==> src/rtl/ps2_ascii_kbd.sv <==
// ps2_ascii_kbd
// Turns the PS/2 set-2 scan-code byte stream into 7-bit uppercase ASCII key
// presses. The result is held in an Apple-II-style keyboard register for the 6502.
// The block tracks the break (F0) and extended (E0) prefixes and the Shift/Ctrl
// state. Presses are buffered so that a fast typist does not lose characters.
//
// Build option:
//   KBD_FIFO_EN  defined   -> FIFO of FIFO_DEPTH characters.
//                undefined -> a single holding register. A new character
//                             overwrites an unread one and sets overflow.
//
// Ports:
//   clock_50    in   1  system clock; all logic on the rising edge
//   res         in   1  synchronous active-high reset
//   scan_code   in   8  byte from the PS/2 receiver
//   scan_valid  in   1  one-cycle pulse per received byte
//   kbd_clr     in   1  one-cycle pulse that pops the current character
//   kbd         out  8  {key available, ASCII of head}; 0x00 when empty
//   kbd_strb    out  1  copy of kbd[7]
//   overflow    out  1  sticky: a character was dropped (cleared by res only)
//
// Latency: make code in cycle N -> character staged at N+1 -> visible on kbd at N+2.

module ps2_ascii_kbd #(
    parameter int unsigned FIFO_DEPTH = 4
) (
    input  logic       clock_50,
    input  logic       res,
    input  logic [7:0] scan_code,
    input  logic       scan_valid,
    input  logic       kbd_clr,
    output logic [7:0] kbd,
    output logic       kbd_strb,
    output logic       overflow
);

    typedef enum logic [1:0] {
        ST_IDLE    = 2'd0,
        ST_BRK     = 2'd1,
        ST_EXT     = 2'd2,
        ST_EXT_BRK = 2'd3
    } state_t;

    // {hit, ascii}: choose the unshifted or shifted character.
    function automatic logic [7:0] pick(input logic shift, input logic [6:0] lo,
                                        input logic [6:0] hi);
        return {1'b1, (shift ? hi : lo)};
    endfunction

    // Translate a make code to {hit, ascii}. hit=0 means the code is unmapped.
    function automatic logic [7:0] xlate(input logic [7:0] code, input logic ext,
                                         input logic shift);
        logic [7:0] r;
        r = 8'h00;
        if (ext) begin
            case (code)
                8'h6B:   r = {1'b1, 7'h08};   // left arrow acts as backspace
                8'h74:   r = {1'b1, 7'h15};   // right arrow = Ctrl-U
                8'h5A:   r = {1'b1, 7'h0D};   // keypad Enter
                default: r = 8'h00;
            endcase
        end else begin
            case (code)
                8'h1C: r = {1'b1, 7'h41};  8'h32: r = {1'b1, 7'h42};
                8'h21: r = {1'b1, 7'h43};  8'h23: r = {1'b1, 7'h44};
                8'h24: r = {1'b1, 7'h45};  8'h2B: r = {1'b1, 7'h46};
                8'h34: r = {1'b1, 7'h47};  8'h33: r = {1'b1, 7'h48};
                8'h43: r = {1'b1, 7'h49};  8'h3B: r = {1'b1, 7'h4A};
                8'h42: r = {1'b1, 7'h4B};  8'h4B: r = {1'b1, 7'h4C};
                8'h3A: r = {1'b1, 7'h4D};  8'h31: r = {1'b1, 7'h4E};
                8'h44: r = {1'b1, 7'h4F};  8'h4D: r = {1'b1, 7'h50};
                8'h15: r = {1'b1, 7'h51};  8'h2D: r = {1'b1, 7'h52};
                8'h1B: r = {1'b1, 7'h53};  8'h2C: r = {1'b1, 7'h54};
                8'h3C: r = {1'b1, 7'h55};  8'h2A: r = {1'b1, 7'h56};
                8'h1D: r = {1'b1, 7'h57};  8'h22: r = {1'b1, 7'h58};
                8'h35: r = {1'b1, 7'h59};  8'h1A: r = {1'b1, 7'h5A};
                8'h16: r = pick(shift, 7'h31, 7'h21);   // 1 !
                8'h1E: r = pick(shift, 7'h32, 7'h40);   // 2 @
                8'h26: r = pick(shift, 7'h33, 7'h23);   // 3 #
                8'h25: r = pick(shift, 7'h34, 7'h24);   // 4 $
                8'h2E: r = pick(shift, 7'h35, 7'h25);   // 5 %
                8'h36: r = pick(shift, 7'h36, 7'h5E);   // 6 ^
                8'h3D: r = pick(shift, 7'h37, 7'h26);   // 7 &
                8'h3E: r = pick(shift, 7'h38, 7'h2A);   // 8 *
                8'h46: r = pick(shift, 7'h39, 7'h28);   // 9 (
                8'h45: r = pick(shift, 7'h30, 7'h29);   // 0 )
                8'h0E: r = pick(shift, 7'h60, 7'h7E);   // ` ~
                8'h4E: r = pick(shift, 7'h2D, 7'h5F);   // - _
                8'h55: r = pick(shift, 7'h3D, 7'h2B);   // = +
                8'h54: r = pick(shift, 7'h5B, 7'h7B);   // [ {
                8'h5B: r = pick(shift, 7'h5D, 7'h7D);   // ] }
                8'h5D: r = pick(shift, 7'h5C, 7'h7C);   // \ |
                8'h4C: r = pick(shift, 7'h3B, 7'h3A);   // ; :
                8'h52: r = pick(shift, 7'h27, 7'h22);   // ' "
                8'h41: r = pick(shift, 7'h2C, 7'h3C);   // , <
                8'h49: r = pick(shift, 7'h2E, 7'h3E);   // . >
                8'h4A: r = pick(shift, 7'h2F, 7'h3F);   // / ?
                8'h29: r = {1'b1, 7'h20};  8'h5A: r = {1'b1, 7'h0D};
                8'h66: r = {1'b1, 7'h08};  8'h76: r = {1'b1, 7'h1B};
                8'h0D: r = {1'b1, 7'h09};
                default: r = 8'h00;
            endcase
        end
        return r;
    endfunction

    // Ctrl folds the 0x40-0x5F column down to control codes.
    function automatic logic [6:0] apply_ctrl(input logic ctrl, input logic [6:0] ch);
        return (ctrl && (ch[6:5] == 2'b10)) ? {2'b00, ch[4:0]} : ch;
    endfunction

    state_t     state_r, state_nxt_s;
    logic       is_make_s, is_break_s, is_ext_s;
    logic       lshift_r, rshift_r, lctrl_r, rctrl_r;
    logic       shift_s, ctrl_s, push_s;
    logic [7:0] xlate_s;
    logic [6:0] char_s;
    logic       push_req_r;
    logic [6:0] push_char_r;
    logic [7:0] kbd_r;
    logic       overflow_r;

    // Prefix FSM: next state plus classification of the current byte.
    always_comb begin
        state_nxt_s = state_r;
        is_make_s   = 1'b0;
        is_break_s  = 1'b0;
        is_ext_s    = 1'b0;
        if (scan_valid) begin
            case (state_r)
                ST_IDLE: begin
                    if (scan_code == 8'hF0) begin
                        state_nxt_s = ST_BRK;
                    end else if (scan_code == 8'hE0) begin
                        state_nxt_s = ST_EXT;
                    end else begin
                        is_make_s   = 1'b1;
                        state_nxt_s = ST_IDLE;
                    end
                end
                ST_BRK: begin
                    is_break_s  = 1'b1;
                    state_nxt_s = ST_IDLE;
                end
                ST_EXT: begin
                    if (scan_code == 8'hF0) begin
                        state_nxt_s = ST_EXT_BRK;
                    end else begin
                        is_make_s   = 1'b1;
                        is_ext_s    = 1'b1;
                        state_nxt_s = ST_IDLE;
                    end
                end
                ST_EXT_BRK: begin
                    is_break_s  = 1'b1;
                    is_ext_s    = 1'b1;
                    state_nxt_s = ST_IDLE;
                end
                default: state_nxt_s = ST_IDLE;
            endcase
        end else begin
            state_nxt_s = state_r;
        end
    end

    // Prefix FSM state register.
    always_ff @(posedge clock_50) begin
        if (res) begin
            state_r <= ST_IDLE;
        end else begin
            state_r <= state_nxt_s;
        end
    end

    assign shift_s = lshift_r | rshift_r;
    assign ctrl_s  = lctrl_r | rctrl_r;
    assign xlate_s = xlate(scan_code, is_ext_s, shift_s);
    assign char_s  = apply_ctrl(ctrl_s, xlate_s[6:0]);
    assign push_s  = is_make_s & xlate_s[7];

    // Modifier tracking: a make code sets the key, a break code clears it.
    always_ff @(posedge clock_50) begin
        if (res) begin
            lshift_r <= 1'b0;
            rshift_r <= 1'b0;
            lctrl_r  <= 1'b0;
            rctrl_r  <= 1'b0;
        end else if (is_make_s || is_break_s) begin
            if (!is_ext_s && (scan_code == 8'h12)) lshift_r <= is_make_s;
            if (!is_ext_s && (scan_code == 8'h59)) rshift_r <= is_make_s;
            if (!is_ext_s && (scan_code == 8'h14)) lctrl_r  <= is_make_s;
            if ( is_ext_s && (scan_code == 8'h14)) rctrl_r  <= is_make_s;
        end
    end

    // Stage register holding the translated character for one cycle.
    always_ff @(posedge clock_50) begin
        if (res) begin
            push_req_r  <= 1'b0;
            push_char_r <= 7'h00;
        end else begin
            push_req_r  <= push_s;
            push_char_r <= char_s;
        end
    end

`ifdef KBD_FIFO_EN
    localparam int unsigned PW = $clog2(FIFO_DEPTH);
    localparam int unsigned CW = PW + 1;
    localparam logic [PW-1:0] PTR_ONE  = PW'(32'd1);
    localparam logic [CW-1:0] CNT_ONE  = CW'(32'd1);
    localparam logic [CW-1:0] CNT_ZERO = CW'(32'd0);
    localparam logic [CW-1:0] CNT_FULL = CW'(FIFO_DEPTH);

    logic [6:0]    mem_r [FIFO_DEPTH];
    logic [PW-1:0] wr_ptr_r, rd_ptr_r, rd_ptr_nxt_s;
    logic [CW-1:0] count_r, count_nxt_s;
    logic          do_push_s, do_pop_s, drop_s;
    logic [7:0]    head_nxt_s;

    // FIFO control. A full FIFO still accepts a push when the head pops in the
    // same cycle. The next head is precomputed so that kbd can be a plain register.
    always_comb begin
        do_pop_s     = kbd_clr && (count_r != CNT_ZERO);
        do_push_s    = push_req_r && ((count_r != CNT_FULL) || do_pop_s);
        drop_s       = push_req_r && !do_push_s;
        rd_ptr_nxt_s = do_pop_s ? (rd_ptr_r + PTR_ONE) : rd_ptr_r;
        case ({do_push_s, do_pop_s})
            2'b10:   count_nxt_s = count_r + CNT_ONE;
            2'b01:   count_nxt_s = count_r - CNT_ONE;
            default: count_nxt_s = count_r;
        endcase
        if (count_nxt_s == CNT_ZERO) begin
            head_nxt_s = 8'h00;
        end else if (do_push_s && (wr_ptr_r == rd_ptr_nxt_s)) begin
            // The character being written becomes the only entry.
            head_nxt_s = {1'b1, push_char_r};
        end else begin
            head_nxt_s = {1'b1, mem_r[rd_ptr_nxt_s]};
        end
    end

    // FIFO storage, pointers, keyboard register and sticky overflow.
    always_ff @(posedge clock_50) begin
        if (res) begin
            for (int i = 0; i < int'(FIFO_DEPTH); i++) mem_r[i] <= 7'h00;
            wr_ptr_r   <= '0;
            rd_ptr_r   <= '0;
            count_r    <= CNT_ZERO;
            kbd_r      <= 8'h00;
            overflow_r <= 1'b0;
        end else begin
            if (do_push_s) begin
                mem_r[wr_ptr_r] <= push_char_r;
                wr_ptr_r        <= wr_ptr_r + PTR_ONE;
            end
            rd_ptr_r <= rd_ptr_nxt_s;
            count_r  <= count_nxt_s;
            kbd_r    <= head_nxt_s;
            if (drop_s) overflow_r <= 1'b1;
        end
    end
`else
    logic        drop_s;
    logic [7:0]  kbd_nxt_s;
    logic [31:0] depth_unused_s;

    // FIFO_DEPTH has no meaning for the single holding register.
    assign depth_unused_s = 32'(FIFO_DEPTH);

    // Single-entry holding register: a new character always wins. If an unread
    // character is lost, that is an overflow, except when it is popped in the same cycle.
    always_comb begin
        drop_s = push_req_r && kbd_r[7] && !kbd_clr;
        if (push_req_r) begin
            kbd_nxt_s = {1'b1, push_char_r};
        end else if (kbd_clr) begin
            kbd_nxt_s = 8'h00;
        end else begin
            kbd_nxt_s = kbd_r;
        end
    end

    // Keyboard register and sticky overflow.
    always_ff @(posedge clock_50) begin
        if (res) begin
            kbd_r      <= 8'h00;
            overflow_r <= 1'b0;
        end else begin
            kbd_r <= kbd_nxt_s;
            if (drop_s) overflow_r <= 1'b1;
        end
    end
`endif

    assign kbd      = kbd_r;
    assign kbd_strb = kbd_r[7];
    assign overflow = overflow_r;

endmodule

==> config.mk <==
export PLATFORM = sky130hd
export DESIGN_NAME = ps2_ascii_kbd
export DESIGN_NICKNAME = d
export VERILOG_FILES = /design/src/rtl/ps2_ascii_kbd.sv
export SDC_FILE = /design/constraint.sdc
export NUM_CORES = 1
export LEC_CHECK = 0
export BUFFER_PORTS_ARGS = -buffer_cell sky130_fd_sc_hd__buf_2
export CORE_ASPECT_RATIO = 1.5
export CORE_MARGIN = 3
export CORE_UTILIZATION = 60
export DETAILED_ROUTE_END_ITERATION = 10
export GPL_ROUTABILITY_DRIVEN = 1
export HOLD_SLACK_MARGIN = 0.08
export PLACE_DENSITY = 0.83
export SKIP_LAST_GASP = 1
export SLEW_MARGIN = 30
export SYNTH_ARGS = -nofsm -noshare
export SYNTH_HDL_FRONTEND = slang
export SYNTH_SLANG_ARGS = --single-unit
==> constraint.sdc <==
create_clock -name clock_50 -period 2.5 [get_ports clock_50]
set_input_delay 0 -clock clock_50 [delete_from_list [all_inputs] [get_ports clock_50]]
set_output_delay 0 -clock clock_50 [all_outputs]
set_load 0.1 [all_outputs]
==> results.ini <==
[clock_tree]
tritoncts=done
clk_latency_ns=0.26
ctsResizeCount=0
numCtsBuffers=3
root_buffer=clkbuf_8
clockBufferDepth=2
post-cts-setup-buffer-count=0
htreeDepth=1
clkSinkCount=23
clk_pin_slew_ns=0.07

[logic_synthesis]
ys_seq_elements=23
synthArstFlopShare=0
syn-num-nets=328
ys_seq_area_frac=0.195
syn_avg_cell_area_um2=7.48
netlist_area_um2=2360
yosysUniqueCellTypes=66
synth-edff-count=0
ys_warn_count=0
synthCells=316
synth_top_flop_cell=dfxtp_1

[timing]
finalSetupTns_ns=0
rsz0062_at_grt=false
max_slew_margin=0.532
min_period_over_period=0.834
fin_crit_ns=2.09
worst_pin_slew_ns=0.701
setup_viol=0
timing.fmax_mhz=480
slew_viol_final=0
hold_viol_final=0
clock-skew-final_ns=0.00437

[power_and_ir_drop]
total_leakage_power_nw=0.922
p_total_mw=0.842
ir_drop_mv=0.449
p_per_area_nw_per_um2=337

[critical_path]
crit_chain=or3_1 > a32oi_1 > o22ai_1 > or4_1 > nor3_1 > a221oi_1
worstPathMaxFanout=4
slowest_delay_ns=0.47
crit_type=reg2reg
r2r_slack_ns=0.41
crit_path_end_kind=flop
required_ns=2.62
crit_arrival_ns=2.20
slowest_stage=or4_1
cp-start-kind=flop

[placed_design]
gp_congestion=1.05
portBuffers=21
hpwl_um=5530
dp.cells=359

[route]
drtPass1Iterations=6
wl_um=7590
via_per_inst=7.32
drc_errors=0
vias=2663
wl_per_cell_um=20.9
drtIter0Drc=210
final_antenna_net_count=0

[grt]
gr-total-overflow=0
grt_pass1_vias=2530
grtUsageTotal=0.322
grt_antenna_before_repair=0
grt_max_degree=35
grt_pass1_wl_um=12300

[floorplanning]
die_y_um=82.9
ioPinCount=22
coreArea_um2=3720
placementRows=27
start_util=0.636
die_area_um2=4740
die_w_um=57.2

[cells_and_area]
area_delta_synth_final_pct=5.93
antennaDiodeCount=0
final_cells=364
nets=334
mostFrequentLayoutCells=nor2_1, a21oi_1, dfxtp_1, buf_2, nand2_1
drive_gt1_frac=0.168
final_common_cell=nor2_1

[job]
max-cap-violations=0

[status]
outcome=finished, final reports clean

[min_path]
min-delay-path-class=in2reg

-- sequential cells by signal, summed over array words and instances, names as in the netlist --
signal       cells
lshift_r         1
push_char_r      7
push_req_r       1
rshift_r         1
overflow         1
lctrl_r          1
rctrl_r          1
state_r          2
kbd              8
-- synth_stat cells, types with 6 or more instances --
master    count  area share
or2_2         6       0.016
nor3_1       11       0.023
nand2_1      16       0.025
buf_2        14       0.030
dfxtp_1      23        0.19
o21ai_0      11       0.023
a21oi_1      27       0.057
nor3b_1      10       0.032
nor2_1       35       0.056
a22oi_1       6       0.019
nor2b_1       6       0.016
nand2b_1     13       0.034
nor4_1       11       0.029
nand3_1      10       0.021
inv_1         7       0.011
mux2i_1       7       0.030
clkbuf_1     13       0.021
o22ai_1      11       0.029
-- where the power goes --
group / internal (mW) / switching (mW) / total, mW
registers: 0.372 / 0.00510 / 0.377
logic: 0.0771 / 0.167 / 0.244
clock network: 0.114 / 0.107 / 0.221
-- layer usage --
layer | part of all wire | GRT usage | vias to the layer above
met4 | 0.088 | 0.236 | 0
met3 | 0.098 | 0.0544 | 61
met1 | 0.35 | 0.381 | 1192
li1 | - | - | 1204
met2 | 0.46 | 0.508 | 206
met5 | 0 | 0 | -
-- area by class of cell --
| class | count | area, µm² |
|---|---|---|
| clock buffers | 4 | 45.0 |
| fillers | 335 | 1210 |
| inverters | 7 | 26.3 |
| multi-input cells | 254 | 1720 |
| flip-flops and latches | 23 | 460 |
| well taps | 43 | 53.8 |
| repair buffers | 33 | 198 |
-- worst paths after layout --
check | from | endpoint | cells after the start
min reg2reg | push_char_r[0]$_SDFF_PP0_ | kbd[0]$_SDFFE_PP0P_ | 2
max | rshift_r$_SDFFE_PP0P_ | push_char_r[3]$_SDFF_PP0_ | 6
min | res | lshift_r$_SDFFE_PP0P_ | 2
max reg2reg | rshift_r$_SDFFE_PP0P_ | push_char_r[3]$_SDFF_PP0_ | 6
-- cell families (layout without fill, tap and decap cells) --
logic type	Yosys count	after routing	share of synthesized area
AND/OR/NAND/NOR	149	149	0.393
AO/OA/AOI/OAI	94	94	0.290
buffers and inverters	39	44	0.0773
flip-flops	23	23	0.195
multiplexers	7	7	0.0297
XOR/XNOR	4	4	0.0148
-- critical path, delay by kind of cell, from the launching register on --
| family | cells | cell delay [ns] |
|---|---|---|
| compound gates | 3 | 0.57 |
| flops | 1 | 0.33 |
| simple gates | 3 | 1.04 |
-- timing repair --
item,in CTS,in global routing
endpoints found under the hold margin,1,0
setup endpoints to repair,0,0
hold buffers,1,0
-- per-stage QoR --
stage               area, µm²  setup WS (ns)  hold WS, ns  utilization
global placement         2450          0.303        0.298        0.659
floorplan                2360          0.638        0.154            -
detailed placement       2450          0.299        0.303        0.659
global route             2500          0.368        0.148        0.673
finish                   2500          0.415        0.125        0.673
CTS                      2500          0.456        0.118        0.673
Power figures use the tool's default switching activity.
